[config.mk]
export PLATFORM = sky130hd
export DESIGN_NAME = mem_stage_flat
export DESIGN_NICKNAME = d
export VERILOG_FILES = /design/src/rtl/mem_stage_pkg.sv /design/src/rtl/mem_stage_if.sv /design/src/rtl/mem_stage_dmem_ram.sv /design/src/rtl/mem_stage.sv /design/src/flat_wrapper.sv
export SDC_FILE = /design/constraint.sdc
export NUM_CORES = 2
export LEC_CHECK = 0
export CAP_MARGIN = 10
export CORE_MARGIN = 3
export CORE_UTILIZATION = 50
export DETAILED_ROUTE_END_ITERATION = 8
export PLACE_DENSITY_LB_ADDON = 0.25
export SLEW_MARGIN = 20
export SYNTH_ARGS = -nofsm -noshare
export SYNTH_HDL_FRONTEND = slang
export SYNTH_SLANG_ARGS = --single-unit
[constraint.sdc]
create_clock -name clk -period 4.4 [get_ports clk]
set_input_delay 0.66 -clock clk [delete_from_list [all_inputs] [get_ports clk]]
set_output_delay 0.66 -clock clk [all_outputs]
set_load 0.01 [all_outputs]
[src/rtl/mem_stage_pkg.sv]
// mem_stage_pkg: FSM state codes and datapath widths shared by the MEM stage
package mem_stage_pkg;
   typedef enum logic [1:0] {MS_IDLE, MS_BUSY, MS_DONE} ms_state_t;
   localparam int DATA_W   = 16;
   localparam int RESULT_W = 32;
endpackage

[src/rtl/mem_stage_if.sv]
// mem_stage_if: EX/MEM-side request bus and MEM/WB-side result bus of the MEM stage
interface mem_stage_if;
   import mem_stage_pkg::*;
   logic                valid_in;
   logic                mem_read;
   logic                mem_write;
   logic                byte_op;
   logic [DATA_W-1:0]   addr;
   logic [DATA_W-1:0]   wdata;
   logic [RESULT_W-1:0] alu_result_in;
   logic [15:0]         instruction_in;
   logic                stall;
   logic                valid_out;
   logic [RESULT_W-1:0] result_out;
   logic [15:0]         instruction_out;
   logic                misalign;
   modport master (
      output valid_in, mem_read, mem_write, byte_op, addr, wdata, alu_result_in, instruction_in,
      input  stall, valid_out, result_out, instruction_out, misalign
   );
   modport slave (
      input  valid_in, mem_read, mem_write, byte_op, addr, wdata, alu_result_in, instruction_in,
      output stall, valid_out, result_out, instruction_out, misalign
   );
endinterface

[src/rtl/mem_stage_dmem_ram.sv]
// dmem_ram: two byte-lane arrays with per-lane write enables and a registered read port
module dmem_ram #(
   parameter int ADDR_WIDTH = 8
) (
   input  logic                  clk,
   input  logic                  rst,
   input  logic                  we_lo,
   input  logic                  we_hi,
   input  logic                  re,
   input  logic                  rbyte,
   input  logic                  rclr,
   input  logic [ADDR_WIDTH-1:0] addr,
   input  logic [7:0]            din_lo,
   input  logic [7:0]            din_hi,
   output logic [15:0]           rdata_q
);
   localparam int WORDS = 2 ** (ADDR_WIDTH - 1);
   logic [7:0]            lo_mem [WORDS];
   logic [7:0]            hi_mem [WORDS];
   logic [ADDR_WIDTH-2:0] wa;
   logic [15:0]           rdata_d;
   assign wa = addr[ADDR_WIDTH-1:1];
   // Read data: cleared on a faulted access, one lane zero-extended for byte loads
   always_comb
      rdata_d = rclr  ? '0 :
                rbyte ? {8'h00, addr[0] ? hi_mem[wa] : lo_mem[wa]} :
                        {hi_mem[wa], lo_mem[wa]};
   // Lane writes; the arrays themselves are never reset
   always_ff @(posedge clk) begin
      if (we_lo) lo_mem[wa] <= din_lo;
      if (we_hi) hi_mem[wa] <= din_hi;
   end
   // Read register, loaded only at the access edge
   always_ff @(posedge clk or posedge rst)
      if (rst)     rdata_q <= '0;
      else if (re) rdata_q <= rdata_d;
endmodule

[src/rtl/mem_stage.sv]
// mem_stage: MEM pipeline stage with wait-stated data RAM; byte access under DMEM_BYTE_ACCESS_EN
module mem_stage
   import mem_stage_pkg::*;
#(
   parameter int ADDR_WIDTH  = 8,
   parameter int WAIT_STATES = 1
) (
   input logic        clk,
   input logic        rst,
   mem_stage_if.slave bus
);
   ms_state_t           state_q, state_d;
   logic [3:0]          cnt_q, cnt_d;
   logic                misalign_q, misalign_d, load_q, load_d;
   logic [RESULT_W-1:0] alu_q, alu_d;
   logic [15:0]         instr_q, instr_d;
   logic [DATA_W-1:0]   rdata_q;
   logic                mem_op, byte_eff, mis, access, wr, pass, done, unused_ok;
`ifdef DMEM_BYTE_ACCESS_EN
   assign byte_eff = bus.byte_op;
`else
   assign byte_eff = 1'b0;
`endif
   assign unused_ok = ^{bus.addr, bus.byte_op};
   assign mem_op    = bus.mem_read | bus.mem_write;
   assign mis       = !byte_eff & bus.addr[0];
   assign access    = (state_q == MS_BUSY) && (cnt_q == '0);
   assign wr        = access & bus.mem_write & !bus.mem_read & !mis;
   assign pass      = (state_q == MS_IDLE) & bus.valid_in & !mem_op;
   assign done      = (state_q == MS_DONE);

   dmem_ram #(.ADDR_WIDTH(ADDR_WIDTH)) u_ram (
      .clk     (clk),
      .rst     (rst),
      .we_lo   (wr & !(byte_eff & bus.addr[0])),
      .we_hi   (wr & !(byte_eff & !bus.addr[0])),
      .re      (access),
      .rbyte   (byte_eff),
      .rclr    (mis),
      .addr    (bus.addr[ADDR_WIDTH-1:0]),
      .din_lo  (bus.wdata[7:0]),
      .din_hi  (byte_eff ? bus.wdata[7:0] : bus.wdata[15:8]),
      .rdata_q (rdata_q)
   );

   // Next state: accept in IDLE, count wait states, capture op context at the access edge
   always_comb begin
      state_d    = state_q;
      cnt_d      = cnt_q;
      misalign_d = misalign_q;
      load_d     = load_q;
      alu_d      = alu_q;
      instr_d    = instr_q;
      case (state_q)
         MS_IDLE: if (bus.valid_in & mem_op) begin
            state_d = MS_BUSY;
            cnt_d   = 4'(WAIT_STATES);
         end
         MS_BUSY: if (cnt_q != '0) cnt_d = cnt_q - 4'd1;
         else begin
            state_d    = MS_DONE;
            misalign_d = mis;
            load_d     = bus.mem_read;
            alu_d      = bus.alu_result_in;
            instr_d    = bus.instruction_in;
         end
         default: state_d = MS_IDLE;
      endcase
   end

   // Stage state registers
   always_ff @(posedge clk or posedge rst)
      if (rst) begin
         state_q    <= MS_IDLE;
         cnt_q      <= '0;
         misalign_q <= 1'b0;
         load_q     <= 1'b0;
         alu_q      <= '0;
         instr_q    <= '0;
      end else begin
         state_q    <= state_d;
         cnt_q      <= cnt_d;
         misalign_q <= misalign_d;
         load_q     <= load_d;
         alu_q      <= alu_d;
         instr_q    <= instr_d;
      end

   // Outputs: pass-through in IDLE, registered results in DONE, stall while an access is pending
   always_comb begin
      bus.stall           = ((state_q == MS_IDLE) & bus.valid_in & mem_op) | (state_q == MS_BUSY);
      bus.valid_out       = pass | done;
      bus.result_out      = done ? (load_q ? {{(RESULT_W-DATA_W){1'b0}}, rdata_q} : alu_q) :
                            pass ? bus.alu_result_in : '0;
      bus.instruction_out = done ? instr_q : bus.instruction_in;
      bus.misalign        = done & misalign_q;
   end
endmodule
[src/flat_wrapper.sv]
// flat-port wrapper written by rule: the top's interface ports become plain ports
module mem_stage_flat import mem_stage_pkg::*;
#(
   parameter int ADDR_WIDTH  = 8,
   parameter int WAIT_STATES = 1
)
  (clk, rst, bus_valid_in, bus_mem_read, bus_mem_write, bus_byte_op, bus_addr, bus_wdata, bus_alu_result_in, bus_instruction_in, bus_stall, bus_valid_out, bus_result_out, bus_instruction_out, bus_misalign);
  mem_stage_if bus_i ();
  input logic clk;
  input logic rst;
  input wire logic [$bits(bus_i.valid_in)-1:0] bus_valid_in;
  input wire logic [$bits(bus_i.mem_read)-1:0] bus_mem_read;
  input wire logic [$bits(bus_i.mem_write)-1:0] bus_mem_write;
  input wire logic [$bits(bus_i.byte_op)-1:0] bus_byte_op;
  input wire logic [$bits(bus_i.addr)-1:0] bus_addr;
  input wire logic [$bits(bus_i.wdata)-1:0] bus_wdata;
  input wire logic [$bits(bus_i.alu_result_in)-1:0] bus_alu_result_in;
  input wire logic [$bits(bus_i.instruction_in)-1:0] bus_instruction_in;
  output wire logic [$bits(bus_i.stall)-1:0] bus_stall;
  output wire logic [$bits(bus_i.valid_out)-1:0] bus_valid_out;
  output wire logic [$bits(bus_i.result_out)-1:0] bus_result_out;
  output wire logic [$bits(bus_i.instruction_out)-1:0] bus_instruction_out;
  output wire logic [$bits(bus_i.misalign)-1:0] bus_misalign;
  assign bus_i.valid_in = bus_valid_in;
  assign bus_i.mem_read = bus_mem_read;
  assign bus_i.mem_write = bus_mem_write;
  assign bus_i.byte_op = bus_byte_op;
  assign bus_i.addr = bus_addr;
  assign bus_i.wdata = bus_wdata;
  assign bus_i.alu_result_in = bus_alu_result_in;
  assign bus_i.instruction_in = bus_instruction_in;
  assign bus_stall = bus_i.stall;
  assign bus_valid_out = bus_i.valid_out;
  assign bus_result_out = bus_i.result_out;
  assign bus_instruction_out = bus_i.instruction_out;
  assign bus_misalign = bus_i.misalign;
  mem_stage #(.ADDR_WIDTH(ADDR_WIDTH), .WAIT_STATES(WAIT_STATES)) u_core (.clk(clk), .rst(rst), .bus(bus_i));
endmodule
---- Word level (Yosys, flattened, before mapping) ----
Memory sizes are Yosys's and may differ from the RTL's.
Cells that the tools add are included.
storage, ports and cells
  input port bits ......................... 86
  output and inout bits ................... 51
  memory bits (writable) .................. 2048
  register bits after elaboration ......... 72
  memories ................................ 2
memories
  memory               depth  bits a word  rd ports  clocked after memory_dff  wr ports  RTL line                  text
  u_core.u_ram.hi_mem  128    8            1         0                         1         mem_stage_dmem_ram.sv:19  logic [7:0] hi_mem [WORDS];
  u_core.u_ram.lo_mem  128    8            1         0                         1         mem_stage_dmem_ram.sv:18  logic [7:0] lo_mem [WORDS];
cells by class
  muxes and demuxes ....................... 13
  bitwise logic cells ..................... 12
  $add $sub $neg .......................... 1
  equal/unequal tests ..................... 5
  reduce and logical (&&, ||, !) cells .... 11
operators with widths
  kind                                                    number
  2-to-1 mux 32 bit                                       3
  2-to-1 mux 16 bit                                       2
  bitwise AND 1 bit                                       8
  2-to-1 mux 4 bit                                        2
  case mux 4 bit (2 select lines)                         1
  logical NOT 4 bit                                       1
  2-to-1 mux 2 bit                                        2
  inequality test 2 bit (second input constant)           2
  case mux 2 bit (2 select lines)                         1
  AND reduction 2 bit                                     2
  nonzero test 4 bit                                      1
  subtractor 4 x 1 -> 4 bit (second input constant)       1
  logical NOT 1 bit                                       3
  OR 1 bit                                                3
  AND reduction 3 bit                                     1
  equality test 2 x 1 -> 1 bit (second input constant)    1
  equality test 2 bit (second input constant)             1
  logical NOT 2 bit                                       1
  2-to-1 mux 1 bit                                        2
  inequality test 2 x 1 -> 1 bit (second input constant)  1
  nonzero test 2 bit                                      1
  logical AND 1 bit                                       1
  NOT 1 bit                                               1

---- Longest topological paths before layout ----
  word-level depth ........................ 7
  mapped depth ............................ 10

---- Cells and area by module ----
A second synthesis with hierarchy kept.
second synthesis, totals
  cell total of the unflattened synthesis .. 4735
  area total of the unflattened synthesis .. 83898.0 sq um
modules (own cells, without submodules)
  module     seq. area each (sq um)  times used  cells an instance  area an instance (sq um)
  dmem_ram   61899.4                 1           4320               80723.7
  mem_stage  1401.3                  1           415                3174.3

---- Worst setup path before layout ----
OpenSTA, ideal clock, no wires.
  path type ............................... input -> register
  start point ............................. input bus_addr[1]
  end point ............................... memory u_core.u_ram.hi_mem[103][0] (enable)
  setup slack ............................. 1018 ps
  buffers on the path ..................... 4
  data arrival time ....................... 2994 ps
  setup time .............................. 389 ps
  required time ........................... 4011 ps
  cell stages on the path ................. 8
  path through ............................ buf_2 > buf_4 > clkbuf_1 > inv_1 > nor4b_4 > nand3_1 > buf_2 > nor2_1
RTL lines
  what         RTL line                  text
  from (decl)  flat_wrapper.sv:15        input wire logic [$bits(bus_i.addr)-1:0] bus_addr;
  to (decl)    mem_stage_dmem_ram.sv:19
Straight into the memory's write port.

---- Worst setup path after layout ----
  start point ............................. input bus_mem_read
  end point ............................... output bus_result_out[13]
between the ends
  word-level cells in the longest chain between the ends .. 5
ends and longest elaborated chain
  what               RTL line            text
  from (decl)        flat_wrapper.sv:12  input wire logic [$bits(bus_i.mem_read)-1:0] bus_mem_read;
  OR 1 bit           mem_stage.sv:25     assign mem_op = bus.mem_read | bus.mem_write;
  logical NOT 1 bit  mem_stage.sv:29     assign pass = (state_q == MS_IDLE) & bus.valid_in & !mem_op;
  bitwise AND 1 bit  mem_stage.sv:29
  2-to-1 mux 32 bit  mem_stage.sv:94     pass ? bus.alu_result_in : '0;
  2-to-1 mux 32 bit  mem_stage.sv:93     bus.result_out = done ? (load_q ? {{(RESULT_W-DATA_W){1'b0}}, rdata_q} : alu_q) :
  to (decl)          flat_wrapper.sv:21  output wire logic [$bits(bus_i.result_out)-1:0] bus_result_out;
Every way passes these cells.

==> impl_metrics.env <==
export IMPL_cp_required_ns=3.74
export IMPL_worst_path_max_fanout=33
export IMPL_path_clk_slew_ns=0.06
export IMPL_fmax_mhz=265.6
export IMPL_ys_top_cells_by_area="edfxtp_1 75%, mux2i_1 13%, o22ai_1 3.9%"
export IMPL_clock_skew_ns=0.02358
export IMPL_port_buffers=127
export IMPL_ant_nets=0
export IMPL_grtUsageMet3=0.04427
export IMPL_tightest_slew_ns=1.118
export IMPL_relSlewSlack=0.2548
export IMPL_async_flop_share=0.03396
export IMPL_hold_viol_final=0
export IMPL_antenna_found_initial=12
export IMPL_power_switching_mw=9.556
export IMPL_finalPower_mw=43.09
export IMPL_finalWeightedCongestion=0.8634
export IMPL_path_class="in2out"
export IMPL_p_leak_nw=33.34
export IMPL_crit_path_max_incr_delay_ns=0.63
export IMPL_max_cap_viol_count=0
export IMPL_cp_slowest_cell="clkdlybuf4s50_1"
export IMPL_period_share=0.8557
export IMPL_coreArea_um2=163100
export IMPL_synth_seq_area_share=0.7686
export IMPL_cts_sinks=2120
export IMPL_drt_total_wl_um=210900
export IMPL_drt_pass1_iterations=5
export IMPL_crit_top_cell="clkdlybuf4s50_1"
export IMPL_start_util=0.5048
export IMPL_hp_class="in2reg"
export IMPL_setup_tns_final_ns=0
export IMPL_pwr_share_seq=0.525
export IMPL_cellPowerDensity_nw_per_um2=451.2
export IMPL_worst_ep_arrival_time_ns=3.10
export IMPL_cts_root_buf="clkbuf_16"
export IMPL_syn_area_per_cell_um2=17.04
export IMPL_multi_input_area_um2=17850
export IMPL_dp_hpwl_um=126000
export IMPL_min_period_ns=3.765
export IMPL_stdcell_count=7631
export IMPL_n_fill_cell=12050
export IMPL_die_area_um2=169600
export IMPL_critical_path_startpoint_type="input pin"
export IMPL_grt_total_usage=0.2456
export IMPL_setup_viol=0
export IMPL_synth_cells=4834
export IMPL_yosysTopAreaCell="edfxtp_1"
export IMPL_final_nets=5365
export IMPL_vias_per_cell=5.989
export IMPL_grt_pass1_wl_um=304200
export IMPL_internal_power_mw=33.54
export IMPL_drive_above_1_share=0.1347
export IMPL_die_height_um=411.9
export IMPL_grt_pass1_vias=44190
export IMPL_pwr_share_clk=0.401
export IMPL_wire_per_inst_um=27.64
export IMPL_yosysWarnings=0
export IMPL_grtUsageMet1=0.3487
export IMPL_ctsResizeCount=0
export IMPL_htree_levels=4
export IMPL_areaGrowthSynthToFinish_pct=15.97
export IMPL_worstPathCellList="clkdlybuf4s50_1 -> nor2_1 -> a21oi_1 -> or2_2 -> a211oi_1 -> clkdlybuf4s50_1"
export IMPL_dieWidth_um=411.9
export IMPL_end_kind="output port"
export IMPL_use_met2=0.3878
export IMPL_status="finished, final reports clean"
export IMPL_synth_edf_count=2048
export IMPL_regArea_um2=63300
export IMPL_comb_power_share=0.074
export IMPL_rsz0062_at_grt="false"
export IMPL_grt_busiest_layer="met2"
export IMPL_clk_latency_ns=0.82
export IMPL_tritoncts="done"
export IMPL_cts_hold_fix_buffers=0
export IMPL_p_sw_frac=0.2218
export IMPL_yosysTopAreaCellShare=0.7467
export IMPL_yosysUniqueCellTypes=31
export IMPL_cts_buffer_depth=3
export IMPL_drv_slew=0
export IMPL_drt_iter0_drc=5144
export IMPL_place_inst=7242
export IMPL_numCtsBuffers=208
export IMPL_post_route_drc_count=0
export IMPL_grt_overflow_total=0
export IMPL_route_vias_total=45700
export IMPL_finish_utilization=0.5854
export IMPL_synth_ff_type="edfxtp_1"
export IMPL_peakVddDrop_v=0.0003782
export IMPL_postCtsSetupRepairBufs=0
export IMPL_syn_cell_area_um2=82360
export IMPL_rows=148
export IMPL_syn_num_nets=4922
export IMPL_io_pins=137
export IMPL_ys_ff_latch=2120
export IMPL_grt_max_degree=120
## metal layers
| metal | up-vias | part of all wire |
|---|---|---|
| met3 | 326 | 0.082 |
| met1 | 23320 | 0.42 |
| met5 | - | 0.00018 |
| met2 | 1900 | 0.47 |
| li1 | 20160 | - |
| met4 | 6 | 0.030 |
## cells in the final DEF, fill, tap and decap left out, types with 6 or more instances in the layout
cell                n
o21ai_0           273
clkinv_1           50
nor4_1             17
a211oi_1           16
nor3b_1            17
o22ai_1           512
diode_2             6
mux2i_1          1040
nor2_1            168
clkbuf_16         211
clkbuf_1           45
edfxtp_1         2048
buf_12             49
a21oi_1            18
buf_4             378
nand2_1           239
a41oi_1            64
bufinv_16          20
clkdlybuf4s50_1   110
clkinv_2           41
inv_6               8
dfrtp_1            72
## power groups by stage
| stage | combinational [mW] | clock, mW | sequential (mW) |
|---|---|---|---|
| after floorplan | 1.72 | 0 | 23.0 |
| after global placement | 3.14 | 0 | 23.0 |
| after detailed placement | 3.19 | 0 | 23.0 |
| after CTS | 3.20 | 17.5 | 22.6 |
| after global routing | 3.42 | 18.3 | 22.6 |
| final | 3.18 | 17.3 | 22.6 |
## state kept, by name, summed over array words and instances (netlist names)
signal	count
u_core.load_q	1
u_core.alu_q	32
u_core.instr_q	16
u_core.misalign_q	1
u_core.cnt_q	4
u_core.u_ram.rdata_q	16
u_core.u_ram.lo_mem	1024
u_core.u_ram.hi_mem	1024
u_core.state_q	2
## logic make-up after synthesis
| family | share of synthesized area |
|---|---|
| flops | 0.7686 |
| mux | 0.1264 |
| compound gates | 0.06484 |
| simple gates | 0.02429 |
| buf+inv | 0.01533 |
| xor+xnor | 0.0002127 |
| fa+ha+maj | 0.0003038 |
## cell type report
type                            count  share of cell area
Clock buffer                      256             0.05705
Inverter                            6           0.0002358
Clock inverter                    127             0.01247
Sequential cell                  2120              0.6628
Antenna cell                        6           0.0001572
Multi-Input combinational cell   2402              0.1869
Tap cell                         2175             0.02849
Timing Repair Buffer              539             0.05192
## synthesized netlist by cell type, drive strengths merged (5+ instances only)
cell type	count
edfxtp	2048
mux2i	1040
o22ai	512
o21ai	273
nand2	241
clkbuf	202
nor2	169
buf	104
dfrtp	72
a41oi	64
a21oi	18
nor3b	17
nor4	17
a211oi	16
nor2b	8
nand2b	6
nand3	6
inv	5
## metrics by stage
stage                     setup slack [ns]  cell area (um2)  hold slack, ns
after global routing                0.5073            95500          0.1196
final                               0.6350            95510          0.1367
after detailed placement            0.3937            88850          0.4540
after global placement              0.4437            88850          0.4534
after CTS                           0.5812            95490         0.08565
after floorplan                      1.018            82360          0.4374
## worst paths after layout
path                                                    from                               endpoint  slack (ns)  depth (start not counted)
min in group asynchronous                                rst          u_core.instr_q[9]$_DFFE_PP0P_        0.37                          2
worst max-delay path                            bus_mem_read                     bus_result_out[13]        0.64                          6
max in group asynchronous                                rst   u_core.u_ram.rdata_q[12]$_DFFE_PP0P_        3.06                          3
worst min register to register  u_core.alu_q[26]$_DFFE_PP0P_           u_core.alu_q[26]$_DFFE_PP0P_        0.47                          2
worst max register to register   u_core.cnt_q[0]$_DFFE_PP0P_   u_core.u_ram.lo_mem[86][7]$_DFFE_PP_        0.70                          9
worst min-delay path                            bus_wdata[1]  u_core.u_ram.lo_mem[107][1]$_DFFE_PP_        0.14                          1
## critical path, delay by kind of cell
family,cells,cell delay (ns)
AOI/OAI and AO/OA,2,0.40
buffers and inverters,2,1.25
and+or+nand+nor,2,0.76
Note: power is estimated with default switching activity, not from simulation.
